### config.mk
export PLATFORM = sky130hd
export DESIGN_NAME = regfile_mp
export DESIGN_NICKNAME = d
export VERILOG_FILES = /design/src/rtl/npc_regfile_pkg.sv /design/src/rtl/regfile_read_port.sv /design/src/rtl/regfile_mp.sv
export SDC_FILE = /design/constraint.sdc
export NUM_CORES = 2
export LEC_CHECK = 0
export ABC_AREA = 1
export CELL_PAD_IN_SITES_DETAIL_PLACEMENT = 0
export CELL_PAD_IN_SITES_GLOBAL_PLACEMENT = 2
export CORE_MARGIN = 4
export CORE_UTILIZATION = 40
export CTS_BUF_LIST = sky130_fd_sc_hd__clkbuf_8
export DETAILED_ROUTE_END_ITERATION = 10
export PLACE_DENSITY = 0.93
export SLEW_MARGIN = 20
export SYNTH_ARGS = -nofsm -noshare
export SYNTH_HDL_FRONTEND = slang
export SYNTH_SLANG_ARGS = --single-unit
### constraint.sdc
create_clock -name clk -period 4.95 [get_ports clk]
set_input_delay 1.485 -clock clk [delete_from_list [all_inputs] [get_ports clk]]
set_output_delay 1.485 -clock clk [all_outputs]
set_load 0.02 [all_outputs]
### src/rtl/npc_regfile_pkg.sv
// Shared types, constants and the write-port match helper for the NPC register file.
package npc_regfile_pkg;

  // Default geometry of the architectural register file
  localparam int DEF_ADDR_WIDTH = 5;
  localparam int DEF_DATA_WIDTH = 32;

  // Index of the hard-wired zero register
  localparam int REG_ZERO = 0;

  // Upper bounds on the write port count and address width. The helper works on
  // vectors padded to these sizes so that one function serves every configuration.
  localparam int MAX_WRITE      = 2;
  localparam int MAX_ADDR_WIDTH = 12;
  localparam int PORT_IDX_WIDTH = (MAX_WRITE > 1) ? $clog2(MAX_WRITE) : 1;

  // Result of a write-port search: whether any enabled port targets the address,
  // and which port supplies the data when several do
  typedef struct packed {
    logic                      hit;
    logic [PORT_IDX_WIDTH-1:0] port;
  } write_pick_t;

  // Returns the highest-index enabled write port whose address equals addr.
  // Later loop iterations overwrite earlier ones, so the highest index wins.
  function automatic write_pick_t pick_write(
    input logic [MAX_WRITE-1:0]                wen,
    input logic [MAX_WRITE*MAX_ADDR_WIDTH-1:0] waddr,
    input logic [MAX_ADDR_WIDTH-1:0]           addr
  );
    write_pick_t result;
    result = '0;
    for (int i = 0; i < MAX_WRITE; i++) begin
      if (wen[i] && (waddr[i*MAX_ADDR_WIDTH +: MAX_ADDR_WIDTH] == addr)) begin
        result.hit  = 1'b1;
        result.port = PORT_IDX_WIDTH'(i);
      end
    end
    return result;
  endfunction

endpackage

### src/rtl/regfile_read_port.sv
// One combinational read port: same-cycle write bypass, zero-register override and
// ready/busy indication for the register being read.
module regfile_read_port
  import npc_regfile_pkg::*;
#(
  parameter int ADDR_WIDTH = DEF_ADDR_WIDTH,
  parameter int DATA_WIDTH = DEF_DATA_WIDTH,
  parameter int NUM_WRITE  = 1,
  parameter bit ZERO_REG   = 1'b1,
  parameter bit BYPASS     = 1'b1
) (
  input  logic [ADDR_WIDTH-1:0]               raddr,
  input  logic [MAX_WRITE-1:0]                wen,
  input  logic [MAX_WRITE*MAX_ADDR_WIDTH-1:0] waddr,
  input  logic [NUM_WRITE*DATA_WIDTH-1:0]     wdata,
  input  logic [DATA_WIDTH-1:0]               stored,
  input  logic                                stored_busy,
  output logic [DATA_WIDTH-1:0]               rdata,
  output logic                                rbusy
);

  write_pick_t pick;
  logic        is_zero;

  // Select stored value or in-flight write data, and derive readiness from the scoreboard
  always_comb begin
    // NOTE: every output gets a default first so no path leaves it unassigned (no latch).
    pick    = pick_write(wen, waddr, MAX_ADDR_WIDTH'(raddr));
    is_zero = ZERO_REG && (raddr == ADDR_WIDTH'(REG_ZERO));
    rdata   = stored;
    rbusy   = stored_busy;
    if (is_zero) begin
      // The zero register never carries data or a pending producer
      rdata = '0;
      rbusy = 1'b0;
    end else if (BYPASS && pick.hit) begin
      // The value being written this cycle is forwarded and therefore ready
      rdata = wdata[int'(pick.port)*DATA_WIDTH +: DATA_WIDTH];
      rbusy = 1'b0;
    end
  end

endmodule

### src/rtl/regfile_mp.sv
// Multi-port general-purpose register file with zero register, optional write-to-read
// bypass and a per-register busy scoreboard for multi-cycle producers.
module regfile_mp
  import npc_regfile_pkg::*;
#(
  parameter int                    ADDR_WIDTH  = DEF_ADDR_WIDTH,
  parameter int                    DATA_WIDTH  = DEF_DATA_WIDTH,
  parameter int                    NUM_READ    = 2,
  parameter int                    NUM_WRITE   = 1,
  parameter bit                    ZERO_REG    = 1'b1,
  parameter bit                    BYPASS      = 1'b1,
  parameter logic [DATA_WIDTH-1:0] RESET_VALUE = '0
) (
  input  logic                           clk,
  input  logic                           rst,
  input  logic [NUM_WRITE-1:0]           wen,
  input  logic [NUM_WRITE*ADDR_WIDTH-1:0] waddr,
  input  logic [NUM_WRITE*DATA_WIDTH-1:0] wdata,
  input  logic [NUM_READ*ADDR_WIDTH-1:0] raddr,
  output logic [NUM_READ*DATA_WIDTH-1:0] rdata,
  output logic [NUM_READ-1:0]            rbusy,
  input  logic                           alloc_en,
  input  logic [ADDR_WIDTH-1:0]          alloc_addr,
  output logic [(1<<ADDR_WIDTH)-1:0]     busy_vec
);

  localparam int DEPTH = 1 << ADDR_WIDTH;

  logic [DATA_WIDTH-1:0]               mem [DEPTH];
  logic [DEPTH-1:0]                    busy;
  logic [NUM_WRITE-1:0]                wen_eff;
  logic [MAX_WRITE-1:0]                wen_pad;
  logic [MAX_WRITE*MAX_ADDR_WIDTH-1:0] waddr_pad;

  // Writes presented while reset is held must not reach the read ports either
  assign wen_eff = rst ? wen : '0;

  // Widen the write-port bundle to the fixed shape the match helper expects
  always_comb begin
    wen_pad   = '0;
    waddr_pad = '0;
    for (int i = 0; i < NUM_WRITE; i++) begin
      wen_pad[i] = wen_eff[i];
      waddr_pad[i*MAX_ADDR_WIDTH +: MAX_ADDR_WIDTH] =
        MAX_ADDR_WIDTH'(waddr[i*ADDR_WIDTH +: ADDR_WIDTH]);
    end
  end

  // Storage and scoreboard, one slice per register
  for (genvar e = 0; e < DEPTH; e++) begin : g_entry
    if (ZERO_REG && (e == REG_ZERO)) begin : g_zero
      assign mem[e]  = '0;
      assign busy[e] = 1'b0;
    end else begin : g_reg
      write_pick_t           pick;
      logic                  alloc_hit;
      logic [DATA_WIDTH-1:0] value;
      logic                  pending;

      // Decode which write port (if any) and whether the allocator target this entry
      always_comb begin
        pick      = pick_write(wen_pad, waddr_pad, MAX_ADDR_WIDTH'(e));
        alloc_hit = alloc_en && (alloc_addr == ADDR_WIDTH'(e));
      end

      // Capture write data and track a pending producer; allocation beats a clearing write
      always_ff @(posedge clk or negedge rst) begin
        // NOTE: the register file is built from flops with async reset because the
        // contents must read RESET_VALUE as soon as reset asserts, not at the next edge.
        if (!rst) begin
          value   <= RESET_VALUE;
          pending <= 1'b0;
        end else begin
          // NOTE: non-blocking assignments keep every slice sampling pre-edge state.
          if (pick.hit) begin
            value <= wdata[int'(pick.port)*DATA_WIDTH +: DATA_WIDTH];
          end
          if (alloc_hit) begin
            pending <= 1'b1;
          end else if (pick.hit) begin
            pending <= 1'b0;
          end
        end
      end

      assign mem[e]  = value;
      assign busy[e] = pending;
    end
  end

  assign busy_vec = busy;

  // One read port per requested reader
  for (genvar j = 0; j < NUM_READ; j++) begin : g_read
    logic [ADDR_WIDTH-1:0] addr;
    assign addr = raddr[j*ADDR_WIDTH +: ADDR_WIDTH];

    regfile_read_port #(
      .ADDR_WIDTH (ADDR_WIDTH),
      .DATA_WIDTH (DATA_WIDTH),
      .NUM_WRITE  (NUM_WRITE),
      .ZERO_REG   (ZERO_REG),
      .BYPASS     (BYPASS)
    ) u_port (
      .raddr       (addr),
      .wen         (wen_pad),
      .waddr       (waddr_pad),
      .wdata       (wdata),
      .stored      (mem[addr]),
      .stored_busy (busy[addr]),
      .rdata       (rdata[j*DATA_WIDTH +: DATA_WIDTH]),
      .rbusy       (rbusy[j])
    );
  end

endmodule

Word level (Yosys, flattened, before mapping)

Index checks and enable logic that the tools add are counted.

Bits of input ports: 56
Bits in registers: 1023
Output and inout bits: 98

$lt $le $gt $ge: 4
Reduce and logical (&&, ||, !) cells: 97
Shifts and indexed selects: 33
Mux-type cells: 114
Equal/unequal tests: 64
Bitwise logic cells: 2

Operators by type and width:

| kind               | number |
|---|---|
| $shiftx 32x7->32   | 33 |
| $bmux 32 s5        | 2 |
| $mux 32            | 8 |
| $eq 5x5->1 const B | 32 |
| $eq 5x4->1 const B | 16 |
| $mux 1             | 69 |
| $mux 2             | 33 |
| $logic_and 1x1->1  | 64 |
| $reduce_bool 2->1  | 31 |
| $eq 5x3->1 const B | 8 |
| $eq 5x2->1 const B | 4 |
| $ge 6x6->1 const B | 2 |
| $lt 5x6->1 const B | 2 |
| $not 5->6          | 2 |
| $bmux 1 s5         | 2 |
| $eq 5x1->1 const B | 2 |
| $eq 5x5->1         | 2 |
| $logic_not 5->1    | 2 |

Logic depth before layout (Yosys ltp)

Depth after elaboration: 6
Mapped depth: 13
Depth with buffers taken out: 11

Modules after synthesis

From an unflattened synthesis, not the netlist that was laid out.

Cells, all modules: 9096
Area, all modules: 61557.8 µm²

By module, submodules not included:

| module            | times used | sequential area each (µm²) | area an instance (µm²) | cells each |
|---|---|---|---|---|
| regfile_mp        | 1          | 25599.6                    | 59295.6                | 8644 |
| regfile_read_port | 2          | 0.0                        | 1131.1                 | 226 |

Worst setup path before layout

Ideal clock, no wire load.

Path kind: input -> output
Start: input port raddr[1]
End: output port rdata[30]
Setup slack: 747 ps
Arrival: 2718 ps
Required time: 3465 ps
Stages on the path: 9
Cells stage by stage: inv_1 buf_2 buf_1 nand3_1 nand3_1 nand3_1 nand3_1 nand2_1 a21oi_1

Longest elaborated chain between the ends: 6
Elaborated cells on any way between the ends: 10
Those cells by class: eq/ne: 1; mux: 6; bitwise: 1; reduce/logical: 2

RTL lines:

| what                                        | line                    | RTL |
|---|---|---|
| from (decl)                                 | regfile_mp.sv:19        | `input logic [NUM_READ*ADDR_WIDTH-1:0] raddr,` |
| $not 5->6 (implied by the code)             | regfile_mp.sv:109       | `.stored (mem[addr]),` |
| $bmux 32 s5                                 | regfile_mp.sv:109       |  |
| $mux 32 (implied by the code) (2 in series) | regfile_mp.sv:109       |  |
| $mux 32                                     | regfile_read_port.sv:36 | `end else if (BYPASS && pick.hit) begin` |
| $mux 32 *                                   | regfile_read_port.sv:32 | `if (is_zero) begin` |
| to (decl)                                   | regfile_mp.sv:20        | `output logic [NUM_READ*DATA_WIDTH-1:0] rdata,` |

Mark *: on every way between the ends. The rest lies on a longest branch, timed or not. The select of a mux whose other input is x is not followed.

Final worst setup path

Start: input port raddr[6]
End: output port rdata[63]

Same word-level chain as after synthesis.

==> impl_metrics.toml <==
[status]
status = "finished with violations"
violations = "negative setup slack"

[placement]
portBuffers = 152
place_ws_ns = -0.444
placedCellCount = 10200
dp_hpwl_mm = 178
gp_congestion = 0.970

[critical_path]
reg2reg_slack_ns = 3.98
arrival_ns = 3.56
cp.required_ns = 3.46
worstSetupStartpointType = "input pin"
crit_path_end_kind = "output pin"
crit_type = "input pin to output pin"
ff2ff_path_depth = 2
r2r-start = "g_entry[25].g_reg.pending"
r2r_end = "g_entry[25].g_reg.pending"
cp_max_fo = 33

[detailed_routing]
drcViolationCount = 0
routed_via_density = 5.84
ant_nets = 0
vias = 62100
wl_mm = 278
drt-initial-drc-count = 8199
drt_first_pass_iters = 6
wire_per_inst_um = 26.1

[sta]
finClkSkew_ns = 0
finalCritPeriodShare_pct = 102
worstMarginPinSlew_ns = 1.16
fin_crit_ns = 5.05
finalSetupViolations = 4
slew_violations = 0
timing.final.ws_setup_ns = -0.0952
max_freq_mhz = 198
max_slew_margin_pct = 22.4
finalHoldViolations = 0
rsz0062_at_grt = "yes"

[cts]
ctsHoldBuffers = 0
cts_inserted_buffers = 190
cts_tree = "done"
clock_latency_ns = 0.94
cts.sinks = 1023
htreeDepth = 4
root_buffer = "clkbuf_8"
clk_path_buf_depth = 3
clk_pin_slew_ns = 0.06

[finish]
ff_latch_area_um2 = 25600
syn_to_final_growth_pct = 19.4
nFillCells = 14500
stdcell_count = 10600
multi_input_area_um2 = 27800
drive_above_1_share_pct = 13.2
num-nets-final = 8612

[yosys]
synth_simple_gate_area_share_pct = 28.5
synth_edf_count = 0
ys_ff_latch = 1023
ys.flop_type = "dfrtp_1"
mappedNetlistNets = 8440
synth_top_family_by_area = "simple AND/OR/NAND/NOR gates"
synth.most_common_cell = "nand2_1"
synthArstFlopShare_pct = 100
synth_common_cells = "2481 x nand2_1, 1188 x nand3_1, 1023 x dfrtp_1"
synth_top_area_cell = "dfrtp_1"
ys_warn_count = 0
yosys-top-cells-area = "dfrtp_1 43%, nand2_1 16%, nand3_1 10%, o21ai_0 7.1%, o211ai_1 5.7%"
synth_xor_area_share_pct = 0.0296
avgSynthCellArea_um2 = 7.07
synth_compound_area_share_pct = 17.5
syn_inst = 8384
synth_fa_ha_area_share_pct = 0
yosysSeqAreaShare_pct = 43.2
yosysTopAreaCellShare_pct = 43.2
ys_types = 36
syn_area_um2 = 59200
synthMuxAreaShare_pct = 0

[floorplanning]
die_h_um = 393
core_um2 = 146000
ios = 154
rows = 140
dieWidth_um = 393
dieArea_um2 = 154000
start_util_pct = 40.5

[global_routing]
grt.total_usage_pct = 35.2
grt_pass1_vias = 57600
overflow = 0
antenna_found_initial = 8
grt_pass1_wl_mm = 400
grt_max_degree = 154

[flow_run]
cap_violations = 0

[pwr]
p_per_area_nw_per_um2 = 350
p_total_mw = 24.8
leakage_nw = 32.8
vdd_drop_max_uv = 322

[min_path]
hp-start = "g_entry[12].g_reg.value[27]"
holdPathEnd = "g_entry[12].g_reg.value[27]"
holdPathStages = 2
hp-class = "flip-flop to flip-flop"
==> metal layers <==
metal  GRT usage [%]  vias to the layer above  share of wire (%)
li1                -                    27900                  -
met1            47.3                    29600                 40
met2            51.3                     3845                 42
met3            7.81                      814                 11
met4            22.3                        2                7.2
met5               0                        -              0.029
==> kinds of logic after synthesis <==
group | Yosys count
compound gates | 1824
xor+xnor | 2
buf+inv | 1514
flops | 1023
other cells | 1
simple gates | 4020
==> where the power goes <==
group          switching, mW  internal [mW]  total (mW)
clock network           3.90           4.49        8.39
registers              0.762           9.76        10.5
logic                   3.74           2.09        5.84
==> stage by stage <==
stage | TNS, ns | instance area [µm²] | hold slack [ns] | util, %
after floorplan | 0 | 59200 | 0.453 | -
after CTS | -0.511 | 70000 | 0.487 | 47.8
after global placement | -17.15 | 65800 | 0.466 | 44.9
after detailed placement | -15.86 | 65800 | 0.474 | 44.9
final | -0.129 | 70700 | 0.484 | 48.3
after global routing | -0.298 | 70700 | 0.509 | 48.3
==> layout make-up <==
class                           count  share of cell area [%]
Antenna cell                       11                  0.0389
Clock buffer                      252                    4.90
Clock inverter                     82                   0.490
Inverter                          746                    4.08
Multi-Input combinational cell   5847                    39.3
Sequential cell                  1023                    36.2
Tap cell                         1917                    3.39
Timing Repair Buffer              748                    11.6
==> state kept, by name, indices dropped and copies added (netlist names) <==
register,count
g_entry.g_reg.value,992
g_entry.g_reg.pending,31
==> placed cells by master, fill, tap and decap left out, types with 252 or more instances in the layout <==
cell type and n:
o211ai_1 447, nand2_1 2463, nor2_1 269, nand3_1 1138
inv_1 752, o21ai_0 835, clkbuf_8 252, buf_4 437
dfrtp_1 1023, o21ai_1 287
==> worst max path at each step <==
stage                         from        end  slack, ns  cells after the start
after floorplan           raddr[1]  rdata[30]       0.75                      9
after global placement    raddr[6]  rdata[63]      -0.48                     14
after detailed placement  raddr[5]  rdata[63]      -0.44                     14
after CTS                 raddr[5]  rdata[63]      -0.21                     14
after global routing      raddr[6]  rdata[63]      -0.14                     14
final                     raddr[6]  rdata[63]       -0.1                     14
==> worst max-delay path: stages <==
cell and delay [ns]:
buf_8 0.14, inv_8 0.06, buf_4 0.16, buf_6 0.26, buf_16 0.25, a21oi_1 0.05, o21ai_0 0.08, nand3_1 0.09
nand3_1 0.15, nand3_4 0.18, nand3_4 0.17, nand2_1 0.12, buf_12 0.16, buf_4 0.15
==> timing repair <==
| item | CTS | global route |
|---|---|---|
| cloned | 5 | 7 |
| pin swaps | 7 | 8 |
| endpoints found under the setup margin | 66 | 61 |
| buffers inserted | 2 | 24 |
| gates resized for setup | 113 | 118 |
Note: power is estimated with default switching activity, not from simulation.
